**config.mk**
```make
export PLATFORM = sky130hd
export DESIGN_NAME = dmem_responder
export DESIGN_NICKNAME = d
export VERILOG_FILES = /design/src/rtl/dmem_responder.sv
export SDC_FILE = /design/constraint.sdc
export NUM_CORES = 2
export LEC_CHECK = 0
export CORE_MARGIN = 4
export CORE_UTILIZATION = 47
export DETAILED_ROUTE_END_ITERATION = 12
export PLACE_DENSITY = 0.7
export SKIP_LAST_GASP = 1
export SLEW_MARGIN = 20
export SYNTH_ARGS = -nofsm -noshare
export SYNTH_HDL_FRONTEND = slang
export SYNTH_SLANG_ARGS = --single-unit
```
**constraint.sdc**
```tcl
create_clock -name clk -period 13.9 [get_ports clk]
set_input_delay 2.085 -clock clk [delete_from_list [all_inputs] [get_ports clk]]
set_output_delay 2.085 -clock clk [all_outputs]
set_load 0.05 [all_outputs]
```
**src/rtl/dmem_responder.sv**
```systemverilog
// Purpose : word-organised little-endian data RAM behind a one-at-a-time load/store request port.
// Latency : resp_valid rises WAIT_CYCLES+1 cycles after the accepting edge; RAM commit on the edge entering RESP.
// Backpr. : req_ready only in IDLE; the response is held (data/err stable) until resp_ready.
//
// Ports:
//   clk, rst_n                       clock; synchronous active-low reset
//   req_valid / req_ready            request handshake
//   req_we, req_size, req_unsigned   store/load, 00 byte 01 half 10 word 11 illegal, zero-extend select
//   req_addr, req_wdata              byte address, right-aligned store data
//   resp_valid / resp_ready          response handshake
//   resp_rdata, resp_err             extended load data (0 for stores/errors), misaligned/illegal flag
module dmem_responder #(
    parameter int ADDR_W      = 8,
    parameter int WAIT_CYCLES = 1
) (
    input  logic              clk,
    input  logic              rst_n,
    input  logic              req_valid,
    output logic              req_ready,
    input  logic              req_we,
    input  logic [1:0]        req_size,
    input  logic              req_unsigned,
    input  logic [ADDR_W-1:0] req_addr,
    input  logic [31:0]       req_wdata,
    output logic              resp_valid,
    input  logic              resp_ready,
    output logic [31:0]       resp_rdata,
    output logic              resp_err
);

    localparam int         DEPTH     = 2 ** (ADDR_W - 2);
    localparam logic [3:0] WAIT_INIT = 4'(WAIT_CYCLES);
    localparam logic [1:0] SZ_B      = 2'b00;
    localparam logic [1:0] SZ_H      = 2'b01;
    localparam logic [1:0] SZ_W      = 2'b10;

    typedef enum logic [1:0] {
        S_IDLE,
        S_WAIT,
        S_RESP
    } state_t;

    state_t            state;
    logic [3:0]        cnt;

    // Captured request
    logic              q_we;
    logic [1:0]        q_size;
    logic              q_unsigned;
    logic [ADDR_W-1:0] q_addr;
    logic [31:0]       q_wdata;

    logic [31:0]       mem [DEPTH];

    // Fields used at the commit edge. With zero wait states the commit edge is
    // the accepting edge, so the live request is used instead of the capture.
    logic              c_we;
    logic [1:0]        c_size;
    logic              c_unsigned;
    logic [ADDR_W-1:0] c_addr;
    logic [31:0]       c_wdata;

    always_comb begin
        if (state == S_IDLE) begin
            c_we       = req_we;
            c_size     = req_size;
            c_unsigned = req_unsigned;
            c_addr     = req_addr;
            c_wdata    = req_wdata;
        end else begin
            c_we       = q_we;
            c_size     = q_size;
            c_unsigned = q_unsigned;
            c_addr     = q_addr;
            c_wdata    = q_wdata;
        end
    end

    logic [1:0]        c_lane;
    logic [ADDR_W-3:0] c_idx;
    logic              commit;

    assign c_lane = c_addr[1:0];
    assign c_idx  = c_addr[ADDR_W-1:2];

    // Reset has priority: a store whose commit edge coincides with reset is dropped.
    assign commit = rst_n &&
                    (((state == S_IDLE) && req_valid && (WAIT_CYCLES == 0)) ||
                     ((state == S_WAIT) && (cnt == 4'd1)));

    // Misalignment / illegal size
    logic c_err;

    always_comb begin
        case (c_size)
            SZ_B:    c_err = 1'b0;
            SZ_H:    c_err = c_lane[0];
            SZ_W:    c_err = |c_lane;
            default: c_err = 1'b1;
        endcase
    end

    // Store byte strobes and lane-replicated write data
    logic [3:0]  c_strb;
    logic [31:0] c_wword;

    always_comb begin
        c_strb  = 4'b0000;
        c_wword = c_wdata;
        case (c_size)
            SZ_B: begin
                c_strb  = 4'b0001 << c_lane;
                c_wword = {4{c_wdata[7:0]}};
            end
            SZ_H: begin
                c_strb  = c_lane[1] ? 4'b1100 : 4'b0011;
                c_wword = {2{c_wdata[15:0]}};
            end
            SZ_W:    c_strb = 4'b1111;
            default: c_strb = 4'b0000;
        endcase
        if (!c_we || c_err) begin
            c_strb = 4'b0000;
        end
    end

    // RAM contents survive reset on purpose: committed stores are kept.
    always_ff @(posedge clk) begin
        if (commit) begin
            for (int i = 0; i < 4; i++) begin
                if (c_strb[i]) begin
                    mem[c_idx][i*8 +: 8] <= c_wword[i*8 +: 8];
                end
            end
        end
    end

    // Load extraction and extension
    logic [31:0] rd_word;
    logic [7:0]  rd_byte;
    logic [15:0] rd_half;
    logic [31:0] ld_val;

    assign rd_word = mem[c_idx];

    always_comb begin
        rd_byte = rd_word[{c_lane, 3'b000} +: 8];
        rd_half = c_lane[1] ? rd_word[31:16] : rd_word[15:0];
        case (c_size)
            SZ_B:    ld_val = {{24{rd_byte[7] & ~c_unsigned}}, rd_byte};
            SZ_H:    ld_val = {{16{rd_half[15] & ~c_unsigned}}, rd_half};
            default: ld_val = rd_word;
        endcase
        if (c_we || c_err) begin
            ld_val = 32'h0;
        end
    end

    // Control FSM. RESP spends its first cycle with resp_valid low so the
    // response appears one cycle after the commit edge.
    always_ff @(posedge clk) begin
        if (!rst_n) begin
            state      <= S_IDLE;
            cnt        <= 4'd0;
            req_ready  <= 1'b1;
            resp_valid <= 1'b0;
            resp_rdata <= 32'h0;
            resp_err   <= 1'b0;
            q_we       <= 1'b0;
            q_size     <= 2'b00;
            q_unsigned <= 1'b0;
            q_addr     <= '0;
            q_wdata    <= 32'h0;
        end else begin
            case (state)
                S_IDLE: begin
                    if (req_valid) begin
                        q_we       <= req_we;
                        q_size     <= req_size;
                        q_unsigned <= req_unsigned;
                        q_addr     <= req_addr;
                        q_wdata    <= req_wdata;
                        cnt        <= WAIT_INIT;
                        req_ready  <= 1'b0;
                        if (WAIT_CYCLES == 0) begin
                            state      <= S_RESP;
                            resp_rdata <= ld_val;
                            resp_err   <= c_err;
                        end else begin
                            state <= S_WAIT;
                        end
                    end
                end
                S_WAIT: begin
                    cnt <= cnt - 4'd1;
                    if (cnt == 4'd1) begin
                        state      <= S_RESP;
                        resp_rdata <= ld_val;
                        resp_err   <= c_err;
                    end
                end
                S_RESP: begin
                    if (!resp_valid) begin
                        resp_valid <= 1'b1;
                    end else if (resp_ready) begin
                        resp_valid <= 1'b0;
                        req_ready  <= 1'b1;
                        state      <= S_IDLE;
                    end
                end
                default: state <= S_IDLE;
            endcase
        end
    end

endmodule

```
# [Yosys cells after proc, flatten, opt, wreduce, memory -nomap -nowiden]
# Memories as Yosys holds them, arrays and structs flattened.
# Cells that the tools add are included.
[totals] regBits=85 ram_bits=2048 in_bits=48 out_inout_bits=35 n_memories=1
[classes] n_addsub=1 n_eq_ne=9 shifts=2 muxes=38 bitwise=3 reduce_logical=15
[mem_list] memory="mem" depth=64 word_bits=32 rd=1 rd_ports_with_merged_regs=0 wr=1 line="53" rtl="logic [31:0] mem [DEPTH];"
[ops] cell="$pmux W32 S2" count=2
[ops] cell="$mux W32" count=2
[ops] cell="$shiftx A32 B6 Y8" count=1
[ops] cell="$mux W1" count=19
[ops] cell="$mux W16" count=1
[ops] cell="$mux W4" count=3
[ops] cell="$pmux W4 S3" count=1
[ops] cell="$mux W2" count=5
[ops] cell="$mux W8" count=1
[ops] cell="$pmux W4 S2" count=1
[ops] cell="$reduce_and A4 Y1" count=2
[ops] cell="$ne A2 B2 Y1 const B" count=3
[ops] cell="$pmux W2 S3" count=1
[ops] cell="$reduce_and A2 Y1" count=3
[ops] cell="$eq A2 B1 Y1 const B" count=2
[ops] cell="$eq A2 B2 Y1 const B" count=2
[ops] cell="$eq A4 B1 Y1 const B" count=1
[ops] cell="$logic_not A2 Y1" count=2
[ops] cell="$reduce_bool A2 Y1" count=2
[ops] cell="$shl A1 B2 Y4 const A" count=1
[ops] cell="$sub A4 B1 Y4 const B" count=1
[ops] cell="$pmux W1 S3" count=1
[ops] cell="$and A1 B1 Y1" count=2
[ops] cell="$logic_and A1 B1 Y1" count=2
[ops] cell="6 further kinds" count=7

# [Logic depth before layout (Yosys ltp)]
[depth] word_depth=9 ltp_mapped=17

# [Worst setup path before layout]
# Ideal clock, no wire load.
[synth_timing] path_type="input-to-reg" from="input req_size[1]" to="memory mem[0][26] (data pin)" setup_time_ns=0.588 arrival_time_ns=4.918 path_slack_ns=8.394 path_stages=7 n_path_buf=3 cell_sequence="nand2_1 nand2_1 clkbuf_1 clkbuf_1 clkbuf_1 a21oi_1 a31oi_1"
[synth_via] elab_chain_cells=3
[synth_lines] item="start, declared" line="21" rtl="input logic [1:0] req_size,"
[synth_lines] item="$mux W2 *" line="64" rtl="if (state == S_IDLE) begin"
[synth_lines] item="$eq A2 B1 Y1 or $logic_not A2 Y1 (tied branches)" line="110" rtl="case (c_size)"
[synth_lines] item="$pmux W32 S2 *" line="110"
[synth_lines] item="net c_wword[26]" line="105" rtl="logic [31:0] c_wword;"
[synth_lines] item="end, declared" line="53"
# Mark *: on every way through the listed nets, which the timed path passes. The rest lies on a longest branch.

# [Final worst setup path]
[layout_timing] from="input req_addr[4]" to="register resp_rdata[13]"
[layout_via] elab_chain_cells=6
[layout_lines] item="start, declared" line="23" rtl="input logic [ADDR_W-1:0] req_addr,"
[layout_lines] item="$mux W8 *" line="64"
[layout_lines] item="$mem_v2 Z64 W32 *"
[layout_lines] item="$shiftx A32 B6 Y8" line="147" rtl="rd_byte = rd_word[{c_lane, 3'b000} +: 8];"
[layout_lines] item="$and A1 B1 Y1" line="150" rtl="SZ_B: ld_val = {{24{rd_byte[7] & ~c_unsigned}}, rd_byte};"
[layout_lines] item="$pmux W32 S2 *" line="149" rtl="case (c_size)"
[layout_lines] item="$mux W32 *" line="154" rtl="if (c_we || c_err) begin"
[layout_lines] item="end signal, assigned" line="187" rtl="resp_rdata <= ld_val;"
[layout_lines] item="end signal, assigned" line="198" rtl="resp_rdata <= ld_val;"
[layout_lines] item="end, declared" line="27" rtl="output logic [31:0] resp_rdata,"
# Every way passes the cells marked *; elsewhere a longest branch is shown, timed or not.
# A chain may end at the register's enable or synchronous reset.

==> impl_metrics.toml <==
[floorplanning]
die_h_um = 427
die-area_sq_um = 182000
ioPinCount = 83
num_rows = 153
core-area_sq_um = 174000
die_w_um = 427
start_util = 0.474

[power]
power_switching_mw = 4.16
p_leak_nw = 29.6
vdd_drop_max_mv = 0.154
finalPower_mw = 15.1
swShare = 0.275
clkPwrFrac = 0.374
power.density_nw_per_um2 = 161
cellInternalPower_mw = 11.0
comb_power_share = 0.138
seqPwrFrac = 0.488

[synth]
syn-instance-count = 5566
ys_ff_latch = 2133
async_flop_share = 0
synth_fp_nets = 5616
ys_types = 90
ys.flop_type = "edfxtp_1"
yosys_warnings = 0
netlist_area_sq_um = 82500
synth_edf_count = 2048
synth_seq_area_share = 0.766
syn_area_per_cell_sq_um = 14.8

[grt]
overflow = 0
grt_max_degree = 97
track_usage = 0.299
antenna_found_initial = 12
grt_pass1_wl_um = 391000
first_global_vias = 53600

[worst_setup_path]
crit_path_end_kind = "register"
critPathKind = "input pin to register"
critPathMaxFanout = 52
crit_arrival_ns = 8.20
worstPathRequired_ns = 14.68
critPathLaunchType = "input pin"

[job]
max_cap_violations = 0

[worst_hold_path]
hp-class = "register to register"

[timing]
hold_violations = 0
fmax_mhz = 135
max_slew_margin = 0.175
worstMarginPinSlew_ns = 1.23
fin_tns_setup_ns = 0
rsz0062_at_grt = "no"
finalCriticalPeriod_ns = 7.42
skew_ns = 0.0377
final-setup-viol-count = 0
final-max-slew-violation-count = 0
timing.hold.ws_ns = 0.461
period_share = 0.534

[placement]
place_inst = 7835
dp_hpwl_um = 163000
port-buffer-count = 82
place.gp.congestion = 0.959

[layout]
final_common_cell = "edfxtp_1"
instances_no_fill = 8222
layout-drive-gt1-share = 0.124
final_cell_mix = "edfxtp_1 (2,048), nand2_1 (599), o22ai_1 (582)"
finalNetCount = 5763
area_delta_synth_final_pct = 14.0
fill_cells = 13600

[cts]
htreeDepth = 4
cts_setup_buffers = 0
numCtsBuffers = 201
clockRootBuffer = "clkbuf_16"
ctsHoldBuffers = 0
cts_max_path_buffers = 3
path_clk_slew_ns = 0.07
clkLatencyLatePin_ns = 0.87
cts_resized = 0
tritoncts = "built"
clock_sinks = 2133

[detailed_routing]
first_iter_violations = 9704
viasPerCell = 6.85
antenna_left = 0
drt_wl_total_um = 278000
firstDrtPassIters = 8
num_vias = 56300
drc = 0
wl_per_cell_um = 33.8

[status]
status = "finished, final reports clean"
[worst max-delay path: stages]
cell and delay [ns]:
clkdlybuf4s50_1 0.41, buf_4 0.23, or3b_1 0.56, o22a_4 0.96, buf_4 0.70, o22ai_1 0.17
o21ai_0 0.23, a21oi_1 0.10, nor4_1 0.69, nand4_1 0.51, a211oi_1 0.89, nor2_1 0.32
o221ai_1 0.27
[area by class of cell]
cell class                 instances  area [sq um]  area share
multi-input combinational       2996         18000       0.192
tap                             2325          2910      0.0309
sequential                      2133         63200       0.672
antenna                            8          20.0    0.000213
clock buffer                     218          5110      0.0544
inverter                          19          78.8    0.000838
clock inverter                   161          1700      0.0181
timing repair buffer             362          3040      0.0323
[per-layer routing]
layer  GRT usage  vias to the layer above  share of wire
met5           0                        -        0.00017
met4       0.168                        6          0.068
met3       0.107                     1069           0.16
met2       0.437                     5150           0.43
met1       0.389                    27600           0.34
li1            -                    22500              -
[flip-flops by register name, summed over array words and instances, names as in the netlist]
register	cells
req_ready	1
cnt	4
mem	2048
q_addr	8
q_wdata	32
resp_err	1
resp_valid	1
state	2
q_size	2
q_we	1
resp_rdata	32
q_unsigned	1
[metrics by stage]
stage	utilization	area, sq um	setup slack (ns)
after floorplan	-	82500	8.39
after global placement	0.500	87100	6.18
after detailed placement	0.501	87200	6.18
after CTS	0.540	94000	7.08
after global routing	0.540	94100	6.67
final	0.540	94100	6.48
[power by group through the flow]
stage	combinational (mW)	clock (mW)	sequential, mW
floorplan	1.01	0	7.55
global placement	1.93	0	7.51
detailed placement	1.97	0	7.51
CTS	1.98	5.65	7.37
global route	2.11	5.94	7.37
finish	2.09	5.65	7.38
[synthesized netlist by cell type (all sizes together) (19+ instances only)]
master     n  area [sq um]
nand3     87           435
a211oi    34           255
o221ai    92           806
nor3     221          1110
nor2     307          1150
a32oi     41           359
nand2    608          2290
o21ai    150           758
o22ai    583          3650
mux2i     96           977
a21oi    226          1150
buf      253          1380
dfxtp     85          1700
a21boi    48           360
o31ai     21           163
a222oi    21           210
a22oi     46           379
clkbuf   165           619
o211ai    39           293
a32o      19           190
edfxtp  2048         61500
nor4      38           238
a31oi     68           447
and3      26           163
o22a      35           307
inv       19          71.3
[final timing paths]
kind | start | to | slack [ns] | depth (start not counted)
hold / removal | q_wdata[9] | q_wdata[9] | 0.46 | 2
hold reg to reg | q_wdata[9] | q_wdata[9] | 0.46 | 2
setup / recovery | req_addr[4] | resp_rdata[13] | 6.48 | 13
setup reg to reg | state[1] | resp_rdata[13] | 7.31 | 12
[cells by family after synthesis]
| group | share of synthesized area |
|---|---|
| AND/OR/NAND/NOR | 0.0725 |
| buffers and inverters | 0.0251 |
| flip-flops | 0.766 |
| adder cells (fa/ha/maj) | 0.000303 |
| multiplexers | 0.0131 |
| AO/OA/AOI/OAI | 0.123 |
(Power assumes the default switching activity.)
